--- config.mk ---
export PLATFORM = sky130hd
export DESIGN_NAME = vsa_mem_flat
export DESIGN_NICKNAME = d
export VERILOG_FILES = /design/src/rtl/vsa_mem_if.sv /design/src/rtl/vsa_mem.sv /design/src/flat_wrapper.sv
export SDC_FILE = /design/constraint.sdc
export NUM_CORES = 1
export LEC_CHECK = 0
export BUFFER_PORTS_ARGS = -buffer_cell sky130_fd_sc_hd__buf_2
export CAP_MARGIN = 10
export CORE_AREA = 2 2 259 261
export CTS_CLUSTER_DIAMETER = 40
export DETAILED_ROUTE_END_ITERATION = 16
export DIE_AREA = 0 0 261 263
export GPL_TIMING_DRIVEN = 0
export PLACE_DENSITY = 0.53
export SLEW_MARGIN = 20
export SYNTH_ARGS = -nofsm -noshare
export SYNTH_HDL_FRONTEND = slang
export SYNTH_SLANG_ARGS = --single-unit
--- constraint.sdc ---
create_clock -name clock -period 3.39 [get_ports clock]
set_clock_uncertainty 0.1 [all_clocks]
set_input_delay 0.1695 -clock clock [delete_from_list [all_inputs] [get_ports clock]]
set_output_delay 0.1695 -clock clock [all_outputs]
set_load 0.02 [all_outputs]
--- src/rtl/vsa_mem_if.sv ---
`default_nettype none
// ============================================================================
// vsa_mem_if : core fetch/data port, host program-load port and status lines
// Revision   : 1.0
// ============================================================================
interface vsa_mem_if #(
  parameter int IWIDTH = 12,
  parameter int DWIDTH = 5,
  parameter int AWIDTH = 5,
  parameter int CWIDTH = 8
);
  logic [AWIDTH-1:0] PC;
  logic [IWIDTH-1:0] instruction;
  logic [AWIDTH-1:0] ALUOutput;
  logic [DWIDTH-1:0] dataout;
  logic              wr;
  logic [DWIDTH-1:0] datain;
  logic              load_valid;
  logic [IWIDTH-1:0] load_data;
  logic              load_last;
  logic              load_ready;
  logic              core_hold;
  logic [CWIDTH-1:0] wr_count;

  modport slave (
    input  PC, ALUOutput, dataout, wr, load_valid, load_data, load_last,
    output instruction, datain, load_ready, core_hold, wr_count
  );

  modport master (
    output PC, ALUOutput, dataout, wr, load_valid, load_data, load_last,
    input  instruction, datain, load_ready, core_hold, wr_count
  );
endinterface
`default_nettype wire

--- src/rtl/vsa_mem.sv ---
`default_nettype none
// ============================================================================
// vsa_mem  : instruction/data memory responder for the 12-bit VSA core
// Revision : 1.0
// ============================================================================
module vsa_mem #(
  parameter int IWIDTH = 12,
  parameter int DWIDTH = 5,
  parameter int AWIDTH = 5,
  parameter int DEPTH  = 32,
  parameter int CWIDTH = 8
) (
  input wire logic clock,
  input wire logic reset,
  vsa_mem_if.slave bus
);
  typedef enum logic [1:0] {
    LOAD  = 2'd0,
    CLEAR = 2'd1,
    RUN   = 2'd2
  } state_t;

  localparam logic [AWIDTH-1:0] c_last_addr = AWIDTH'(DEPTH - 1);
  localparam logic [AWIDTH:0]   c_depth     = (AWIDTH + 1)'(DEPTH);
  localparam logic [CWIDTH-1:0] c_cnt_max   = '1;

  state_t            r_state, w_state_nxt;
  logic [AWIDTH-1:0] r_ptr, w_ptr_nxt;
  logic [AWIDTH:0]   r_loaded, w_loaded_nxt;
  logic [CWIDTH-1:0] r_wr_count, w_wr_count_nxt;

  logic              w_imem_we;
  logic [IWIDTH-1:0] w_imem_wdata;
  logic              w_dmem_we;
  logic [AWIDTH-1:0] w_dmem_addr;
  logic [DWIDTH-1:0] w_dmem_wdata;

  logic [IWIDTH-1:0] r_imem [DEPTH];
  logic [DWIDTH-1:0] r_dmem [DEPTH];

  always_ff @(posedge clock or posedge reset) begin
    if (reset) begin
      r_state    <= LOAD;
      r_ptr      <= '0;
      r_loaded   <= c_depth;
      r_wr_count <= '0;
    end else begin
      r_state    <= w_state_nxt;
      r_ptr      <= w_ptr_nxt;
      r_loaded   <= w_loaded_nxt;
      r_wr_count <= w_wr_count_nxt;
    end
  end

  always_comb begin
    w_state_nxt    = r_state;
    w_ptr_nxt      = r_ptr;
    w_loaded_nxt   = r_loaded;
    w_wr_count_nxt = r_wr_count;
    w_imem_we      = 1'b0;
    w_imem_wdata   = bus.load_data;
    w_dmem_we      = 1'b0;
    w_dmem_addr    = r_ptr;
    w_dmem_wdata   = '0;

    unique case (r_state)
      LOAD: begin
        if (bus.load_valid) begin
          w_imem_we = 1'b1;
          w_ptr_nxt = r_ptr + 1'b1;
          if (bus.load_last || (r_ptr == c_last_addr)) begin
            w_loaded_nxt = {1'b0, r_ptr} + 1'b1;
            w_ptr_nxt    = '0;
            w_state_nxt  = CLEAR;
          end
        end
      end
      CLEAR: begin
        // Zero the data array and every program slot above the loaded image,
        // which wipes any stale words left by an interrupted earlier load.
        w_dmem_we = 1'b1;
        if ({1'b0, r_ptr} >= r_loaded) begin
          w_imem_we    = 1'b1;
          w_imem_wdata = '0;
        end
        w_ptr_nxt = r_ptr + 1'b1;
        if (r_ptr == c_last_addr) begin
          w_ptr_nxt   = '0;
          w_state_nxt = RUN;
        end
      end
      RUN: begin
        if (bus.wr) begin
          w_dmem_we    = 1'b1;
          w_dmem_addr  = bus.ALUOutput;
          w_dmem_wdata = bus.dataout;
          if (r_wr_count != c_cnt_max) begin
            w_wr_count_nxt = r_wr_count + 1'b1;
          end
        end
      end
      default: begin
        w_state_nxt = LOAD;
      end
    endcase
  end

  always_ff @(posedge clock) begin
    if (w_imem_we) begin
      r_imem[r_ptr] <= w_imem_wdata;
    end
    if (w_dmem_we) begin
      r_dmem[w_dmem_addr] <= w_dmem_wdata;
    end
  end

  // Outside RUN the core sees all-zero words, which decode as a harmless LW R0.
  assign bus.instruction = (r_state == RUN) ? r_imem[bus.PC]        : '0;
  assign bus.datain      = (r_state == RUN) ? r_dmem[bus.ALUOutput] : '0;
  assign bus.load_ready  = (r_state == LOAD);
  assign bus.core_hold   = (r_state != RUN);
  assign bus.wr_count    = r_wr_count;
endmodule
`default_nettype wire

--- src/flat_wrapper.sv ---
// flat-port wrapper written by rule: the top's interface ports become plain ports
module vsa_mem_flat 
#(
  parameter int IWIDTH = 12,
  parameter int DWIDTH = 5,
  parameter int AWIDTH = 5,
  parameter int DEPTH  = 32,
  parameter int CWIDTH = 8
)
  (clock, reset, bus_PC, bus_ALUOutput, bus_dataout, bus_wr, bus_load_valid, bus_load_data, bus_load_last, bus_instruction, bus_datain, bus_load_ready, bus_core_hold, bus_wr_count);
  vsa_mem_if #(.IWIDTH(IWIDTH), .DWIDTH(DWIDTH), .AWIDTH(AWIDTH), .CWIDTH(CWIDTH)) bus_i ();
  input wire logic clock;
  input wire logic reset;
  input wire logic [$bits(bus_i.PC)-1:0] bus_PC;
  input wire logic [$bits(bus_i.ALUOutput)-1:0] bus_ALUOutput;
  input wire logic [$bits(bus_i.dataout)-1:0] bus_dataout;
  input wire logic [$bits(bus_i.wr)-1:0] bus_wr;
  input wire logic [$bits(bus_i.load_valid)-1:0] bus_load_valid;
  input wire logic [$bits(bus_i.load_data)-1:0] bus_load_data;
  input wire logic [$bits(bus_i.load_last)-1:0] bus_load_last;
  output wire logic [$bits(bus_i.instruction)-1:0] bus_instruction;
  output wire logic [$bits(bus_i.datain)-1:0] bus_datain;
  output wire logic [$bits(bus_i.load_ready)-1:0] bus_load_ready;
  output wire logic [$bits(bus_i.core_hold)-1:0] bus_core_hold;
  output wire logic [$bits(bus_i.wr_count)-1:0] bus_wr_count;
  assign bus_i.PC = bus_PC;
  assign bus_i.ALUOutput = bus_ALUOutput;
  assign bus_i.dataout = bus_dataout;
  assign bus_i.wr = bus_wr;
  assign bus_i.load_valid = bus_load_valid;
  assign bus_i.load_data = bus_load_data;
  assign bus_i.load_last = bus_load_last;
  assign bus_instruction = bus_i.instruction;
  assign bus_datain = bus_i.datain;
  assign bus_load_ready = bus_i.load_ready;
  assign bus_core_hold = bus_i.core_hold;
  assign bus_wr_count = bus_i.wr_count;
  vsa_mem #(.IWIDTH(IWIDTH), .DWIDTH(DWIDTH), .AWIDTH(AWIDTH), .DEPTH(DEPTH), .CWIDTH(CWIDTH)) u_core (.clock(clock), .reset(reset), .bus(bus_i));
endmodule
# Word level (Yosys, flattened, before mapping)
# Memory sizes are Yosys's and may differ from the RTL's.
# Cells that the tools add are included.
# totals
reg_bits,21
latchBits,0
ram_bits,544
romBits,0
inputBits,32
out_inout_bits,27
word_cells,51
mem_count,2
# classes
addsub,3
mul,0
div,0
magnitude_cmp,1
eq_ne,8
n_shift,0
muxes,25
bitwise_logic,1
n_reduce_logical,7
# mem_list
name,depth,word_bits,read_ports,rd_clocked_by_memory_dff,wr,line,source
u_core.r_imem,32,12,1,0,1,vsa_mem.sv:38,logic [IWIDTH-1:0] r_imem [DEPTH];
u_core.r_dmem,32,5,1,0,1,vsa_mem.sv:39,logic [DWIDTH-1:0] r_dmem [DEPTH];
# ops
op,count
5-bit two-way mux,8
12-bit two-way mux,3
5-bit case mux with 2 select lines,1
8-bit by 1-bit adder with 8-bit output (second input constant),1
8-bit != test (second input constant),1
1-bit two-way mux,7
5-bit by 1-bit adder with 6-bit output (second input constant),1
5-bit by 6-bit >= comparator with 1-bit output,1
2-bit two-way mux,3
2-bit case mux with 3 select lines,1
3-bit AND reduction,2
5-bit by 1-bit adder with 5-bit output (second input constant),1
5-bit equality test (second input constant),1
2-bit by 1-bit != test with 1-bit output (second input constant),2
2-bit != test (second input constant),2
1-bit case mux with 2 select lines,2
4-bit AND reduction,1
2-bit by 1-bit equality test with 1-bit output (second input constant),1
2-bit equality test (second input constant),1
2-bit logical NOT,1
2-bit AND reduction,1
2-bit nonzero test,1
1-bit logical OR,1
1-bit NOT,1

# Depth between registers and ports, before layout
# Gate-level depths: netlist of the first run.
# logic_depth
word_depth,5
mapped_depth,9
depth_no_buf,8

# Worst setup path after synthesis of the first run
# Ideal clock, no wire load.
# synth_timing
kind,register -> register
start,register u_core.r_ptr[0]
end,"memory u_core.r_imem[0][0], enable pin"
setup_time_ps,399
t_arrival_ps,2517
setup_slack_ps,374
path_stages_with_launch,9
path_buffers,1
period_less_slack_ps,3016
cell_sequence,dfrtp_1 -> inv_1 -> ha_1 -> nand2b_1 -> a21oi_1 -> o21ai_0 -> a32oi_1 -> clkbuf_1 -> nor3b_1
# synth_between
elab_chain_len,5
# synth_lines
item,line,source
from (decl),vsa_mem.sv:28,"logic [AWIDTH-1:0] r_ptr, w_ptr_nxt;"
from (signal assigned),vsa_mem.sv:49,r_ptr <= w_ptr_nxt;
5-bit by 6-bit >= comparator with 1-bit output,vsa_mem.sv:82,"if ({1'b0, r_ptr} >= r_loaded) begin"
1-bit two-way mux,vsa_mem.sv:82,
1-bit case mux with 2 select lines,vsa_mem.sv:66,unique case (r_state)
1-bit two-way mux,vsa_mem.sv:109,if (w_imem_we) begin
1-bit two-way mux (implied by the code),vsa_mem.sv:110,r_imem[r_ptr] <= w_imem_wdata;
to (decl),vsa_mem.sv:38,
# Parallel ways exist; a longest one is shown, timed or not.

# Final worst setup path of the first run
# layout_timing
start,register u_core.r_ptr[0]
end,"memory u_core.r_imem[27][6], enable pin"
# Same word-level chain as after synthesis.

==> flow_summary.json, run 1 <==
{
  "max_freq_mhz": 299,
  "cts_root_buf": "clkbuf_16",
  "required_ns": 3.60,
  "final_cell_area_sq_mm": 0.0275,
  "finalSetupViolCount": 0,
  "stdcell_count": 2217,
  "io_pins": 59,
  "gr-usage-all-layers_pct": 16.1,
  "ys_types": 50,
  "synth_mux_area_share_pct": 16.5,
  "drive_gt1_share_pct": 36.3,
  "clkLatencyLatePin_ns": 0.60,
  "r2r_start": "u_core.r_ptr[0]",
  "fin_crit_ns": 3.34,
  "timing_hold_violations_final": 0,
  "synth_flop_cell": "edfxtp_1",
  "use_met3_pct": 3.43,
  "cts_buffer_depth": 3,
  "start_util_pct": 34.8,
  "cts_buffers": 77,
  "drt_wl_total_um": 54400,
  "drt_iter0_markers": 904,
  "drc": 0,
  "synthXorXnorAreaFrac_pct": 0.345,
  "die-width_um": 261,
  "htree_levels": 3,
  "use_met2_pct": 26.4,
  "gp_congestion": 0.820,
  "post_dp_cell_area_sq_mm": 0.0247,
  "ys_ff_latch": 565,
  "cts.sink_count": 565,
  "peakVddDrop_mv": 0.428,
  "fin_crit_sh_pct": 98.7,
  "dp.cells": 2062,
  "met1_usage_pct": 21.5,
  "num_vias": 11447,
  "first_global_vias": 11922,
  "firstDrtPassIters": 5,
  "async_flop_share_pct": 3.72,
  "worstMarginPinSlew_ns": 0.971,
  "cp-end-kind": "flop",
  "hold_path_class": "in2reg",
  "cpPeakStageDelay_ns": 0.63,
  "critical_path_class": "reg2reg",
  "syn_avg_cell_area_sq_um": 20.6,
  "power.density_mw_per_mm2": 674,
  "coreArea_sq_mm": 0.0656,
  "clk_pin_slew_ns": 0.06,
  "synth_nets": 1156,
  "wl_per_cell_um": 24.5,
  "fp.dieH_um": 263,
  "grt_max_degree": 33,
  "io_buffers": 51,
  "synth_fa_ha_area_share_pct": 0.767,
  "yosys_warnings": 0,
  "antenna_found_initial": 0,
  "p_leak_nw": 9.15,
  "row_count": 94,
  "status": "finished clean",
  "hpwl_um": 36300,
  "fin_nets": 1335,
  "critPathMaxFanout": 10,
  "multiInputGateArea_sq_mm": 0.00583,
  "drt.antenna.violating_nets": 0,
  "rsz0062_at_grt": "true",
  "syn_inst": 1110,
  "slew_headroom_pct": 35.0,
  "cts_tree": "built",
  "crit_path_start_kind": "flop",
  "post-place-ws_ns": -0.303,
  "synth_compound_area_share_pct": 2.61,
  "synth_edf_count": 544,
  "cp_data_arrival_time_ns": 3.55,
  "via_per_inst": 5.16,
  "final-seq-area_sq_mm": 0.0169,
  "cpMaxStageDelayCell": "nor3b_2",
  "synth_top_family_by_area": "multiplexers",
  "grt_pass1_wl_um": 79500,
  "maxSlewViolCount": 0,
  "synth-seq-area-share_pct": 73.8,
  "dieArea_sq_mm": 0.0686,
  "overflow": 0,
  "cap_violations": 0,
  "worstHoldStart": "bus_load_data[5]",
  "area_growth_pct": 20.2,
  "synth_area_sq_mm": 0.0229,
  "cp-startpoint": "u_core.r_ptr[0]",
  "fillers": 5767,
  "setup_slack_ns": 0.0450,
  "yosys.area_share.simple_pct": 3.95,
  "crit_chain": "inv_1 > ha_1 > nand2b_1 > a21oi_1 > o21ai_0 > a32oi_2 > clkbuf_2 > nor3b_2 > buf_4",
  "grt.busiest_layer": "met2"
}
==> final cells by class <==
type                            instances  area share [%]
Multi-Input combinational cell        471            21.2
Tap cell                              864            3.93
Clock inverter                         54            1.92
Antenna cell                            2          0.0182
Buffer                                 61            1.57
Inverter                               13           0.178
Sequential cell                       565            61.4
Timing Repair Buffer                  100            2.55
Clock buffer                           87            7.23
==> stage by stage <==
step / hold WS (ns) / total power, W / util [%] / TNS (ns)
finish: 0.0689 / 0.0185 / 41.9 / 0
global route: 0.0496 / 0.0192 / 41.9 / -6.03
CTS: 0.105 / 0.0186 / 41.6 / 0
detailed placement: 0.321 / 0.0107 / 37.6 / -45.39
global placement: 0.306 / 0.0106 / 36.9 / -432.69
floorplan: 0.0453 / 0.00977 / - / 0
==> final timing paths <==
path                                          endpoint  slack, ns  depth (start not counted)
min in group asynchronous              u_core.r_ptr[4]       0.21                          3
worst min-delay path              u_core.r_imem[16][5]       0.07                          2
worst max register to register    u_core.r_imem[27][6]       0.05                          9
worst min register to register      u_core.r_loaded[3]       0.38                          2
max in group asynchronous       u_core.bus.wr_count[1]       2.41                          3
worst max-delay path              u_core.r_imem[27][6]       0.05                          9
==> flip-flops by register name (all words and copies together) (netlist names) <==
signal and flops:
u_core.r_dmem 160, u_core.r_loaded 6, u_core.bus.wr_count 8, u_core.r_imem 384
u_core.r_ptr 5, u_core.r_state 2
==> layout by cell type (no fill, tap or decap), drive strengths merged, types with 4 or more instances in the layout <==
cell type / n
nand3: 8
nand2b: 6
o21ai: 18
a21oi: 15
nor3b: 31
nor2: 52
xnor2: 4
clkinv: 33
inv: 25
edfxtp: 544
mux4: 136
o221ai: 16
ha: 14
a31oi: 7
or2: 6
mux2i: 13
a22oi: 6
dfrtp: 20
nor2b: 7
and2: 14
buf: 139
bufinv: 5
nand2: 28
mux2: 45
clkinvlp: 4
clkbuf: 103
and3: 9
xor2: 5
dlygate4sd3: 4
a221oi: 10
==> power by group <==
| part | switching [W] | internal (W) | total (W) |
|---|---|---|---|
| logic | 0.00162 | 0.000776 | 0.00240 |
| clock network | 0.00312 | 0.00469 | 0.00780 |
| registers | 0.000110 | 0.00821 | 0.00832 |
| total | 0.00485 | 0.0137 | 0.0185 |
==> layer usage <==
layer / vias to the layer above / routed length, um
met4: 0 / 1450
met5: - / 0
met1: 6068 / 23700
li1: 4981 / -
met3: 102 / 2720
met2: 296 / 26600
==> cell families after synthesis <==
kind of cell               count (synthesis)
and+or+nand+nor                          171
adders and majority gates                 14
xor gates and xnor gates                   9
AOI/OAI and AO/OA                         83
buffers and inverters                     74
muxes                                    194
DFF                                      565
==> worst max-delay path: cells and delay by family, from the launching register on <==
kind,cells,cell delay (ns)
flip-flops,1,0.49
buffers and inverters,3,0.83
AND/OR/NAND/NOR,2,0.72
AO/OA/AOI/OAI,3,0.61
adder cells (fa/ha/maj),1,0.28
==> synthesized netlist by cell type (all sizes together) (14+ instances only) <==
cell type	count	area (sq um)
a21oi	15	75.1
o221ai	16	171
dfrtp	20	500
mux4	136	3120
nor2	52	195
nor3b	31	233
and2	14	87.6
mux2	45	507
buf	40	323
o21ai	18	90.1
nand2	28	105
clkbuf	18	75.1
edfxtp	544	16300
ha	14	175
==> timing repair <==
item	CTS	global route
endpoints found under the setup margin	340	235
hold endpoints to repair	24	0
resized for setup	6	24
gates cloned	0	0
pin swaps	0	5
hold buffers	3	0
setup buffers	0	9
(Power assumes the default switching activity.)
==> run 2: changes to the inputs <==
--- a/config.mk
+++ b/config.mk
@@ -8,6 +8,7 @@
 export BUFFER_PORTS_ARGS = -buffer_cell sky130_fd_sc_hd__buf_2
 export CAP_MARGIN = 10
 export CORE_AREA = 2 2 259 261
+export CTS_BUF_LIST = sky130_fd_sc_hd__clkbuf_8
 export CTS_CLUSTER_DIAMETER = 40
 export DETAILED_ROUTE_END_ITERATION = 16
 export DIE_AREA = 0 0 261 263
==> run 2 against run 1 <==
  * Sequential power is essentially flat
  * Critical path depth grew 1
  * Flip-flop and latch count is the same
  * Combinational power is essentially flat
  * Largest cell class unchanged
  * Via count grew 0.75%
==> flow_summary.json, run 2 (synthesis gave the netlist of run 1 again) <==
{
  "critPathMaxFanout": 10,
  "required_ns": 3.72,
  "gr-usage-all-layers_pct": 16.1,
  "fin_util_pct": 40.8,
  "final_common_cell": "edfxtp_1",
  "drt_iter0_markers": 917,
  "peakVddDrop_mv": 0.339,
  "fillers": 5874,
  "largest-register": "u_core.r_imem",
  "area_growth_pct": 17.3,
  "cpMaxStageDelayCell": "buf_2",
  "holdWs_ns": 0.0877,
  "cap_violations": 0,
  "most-common-layout-cells": "544 x edfxtp_1, 120 x mux4_2, 98 x clkbuf_8, 68 x buf_2, 52 x nor2_1",
  "start_util_pct": 34.8,
  "fin_crit_ns": 3.35,
  "final_cell_area_sq_mm": 0.0268,
  "via_per_inst": 5.14,
  "fin_crit_sh_pct": 99.0,
  "drt_wl_total_um": 54400,
  "cts_buffer_depth": 3,
  "grt_pass1_wl_um": 79600,
  "hold_path_class": "in2reg",
  "drt.antenna.violating_nets": 0,
  "finalSetupViolCount": 0,
  "post_dp_cell_area_sq_mm": 0.0247,
  "multiInputGateArea_sq_mm": 0.00584,
  "cpPeakStageDelay_ns": 0.60,
  "hpwl_um": 36300,
  "crit_top_cell": "buf_4",
  "overflow": 0,
  "rsz0062_at_grt": "true",
  "num_vias": 11533,
  "status": "finished clean",
  "cts.sink_count": 565,
  "max_freq_mhz": 298,
  "drive_gt1_share_pct": 35.5,
  "row_count": 94,
  "cts_tree": "built",
  "clkLatencyLatePin_ns": 0.68,
  "fp.dieH_um": 263,
  "die-width_um": 261,
  "critical_path_class": "reg2reg",
  "worstMarginPinSlew_ns": 0.996,
  "crit_chain": "inv_1 > ha_1 > nand2b_1 > a21oi_1 > o21ai_0 > a32oi_2 > buf_2 > nor3b_4 > buf_4 > buf_4",
  "first_global_vias": 12054,
  "cts_root_buf": "clkbuf_8",
  "coreArea_sq_mm": 0.0656,
  "wl_per_cell_um": 24.3,
  "drc": 0,
  "final-seq-area_sq_mm": 0.0169,
  "cp_data_arrival_time_ns": 3.68,
  "firstDrtPassIters": 5,
  "io_pins": 59,
  "fin_nets": 1358,
  "p_leak_nw": 8.94,
  "largest_reg_flops": 384,
  "io_buffers": 51,
  "maxSlewViolCount": 0,
  "cp-end-kind": "flop",
  "gp_congestion": 0.820,
  "dieArea_sq_mm": 0.0686,
  "timing_hold_violations_final": 0,
  "power.density_mw_per_mm2": 616,
  "slew_headroom_pct": 33.3,
  "clk_pin_slew_ns": 0.06,
  "crit_path_start_kind": "flop",
  "htree_levels": 3,
  "antenna_found_initial": 2,
  "grt_max_degree": 33,
  "cts_buffers": 95
}
## run 2: worst paths after layout
check | from | end | slack [ns] | cells past startpoint
worst max-delay path | u_core.r_ptr[0] | u_core.r_imem[14][5] | 0.04 | 10
worst min-delay path | bus_load_data[0] | u_core.r_imem[31][0] | 0.09 | 2
worst max register to register | u_core.r_ptr[0] | u_core.r_imem[14][5] | 0.04 | 10
min in group asynchronous | reset | u_core.bus.wr_count[5] | 0.14 | 3
max in group asynchronous | reset | u_core.r_loaded[1] | 2.49 | 3
worst min register to register | u_core.r_loaded[5] | u_core.r_loaded[5] | 0.38 | 2
## run 2: area by class of cell
cell class	instances	area share [%]
multi-input cells	471	21.8
inverters	13	0.182
clock buffers	98	5.03
plain buffers	61	1.61
well taps	864	4.03
diodes	1	0.00934
repair buffers	105	2.81
flip-flops and latches	565	62.9
clock inverters	64	1.62
## run 2: critical path, delay by kind of cell, from the launching register on
family                     cells  cell delay [ns]
AOI/OAI and AO/OA              3             0.84
adders and majority gates      1             0.28
buffers and inverters          4             1.12
DFF                            1             0.50
and+or+nand+nor                2             0.28
## run 2: power breakdown
group | total [W] | switching [W] | leakage, nW | internal (W)
clock network | 0.00577 | 0.00270 | 1.00 | 0.00307
logic | 0.00242 | 0.00164 | 2.75 | 0.000785
registers | 0.00832 | 0.000111 | 5.19 | 0.00821
total | 0.0165 | 0.00445 | 8.94 | 0.0121
## run 2: stage by stage
stage | cells | total power, W | setup WS (ns) | TNS (ns)
after global placement | 2025 | 0.0106 | -1.47 | -432.69
final | 2242 | 0.0165 | 0.0356 | 0
after CTS | 2229 | 0.0166 | -0.0192 | -0.0897
after floorplan | 1110 | 0.00977 | 0.374 | 0
after detailed placement | 2062 | 0.0107 | -0.303 | -45.39
after global routing | 2242 | 0.0172 | -0.103 | -2.59
## run 2: layer usage
layer	vias up	track usage, %	wire (um)
met1	6040	21.2	23100
met3	95	3.61	3230
met4	0	5.04	1370
li1	5024	-	-
met2	374	26.5	26700
met5	-	0	0
## run 2: what timing repair did
action                                  in CTS  in global routing
pin swaps                                    0                  5
resized for setup                           10                 23
endpoints found under the setup margin     355                253
setup buffers                                0                  9
endpoints found under the hold margin       37                 96
hold buffers                                 5                  3
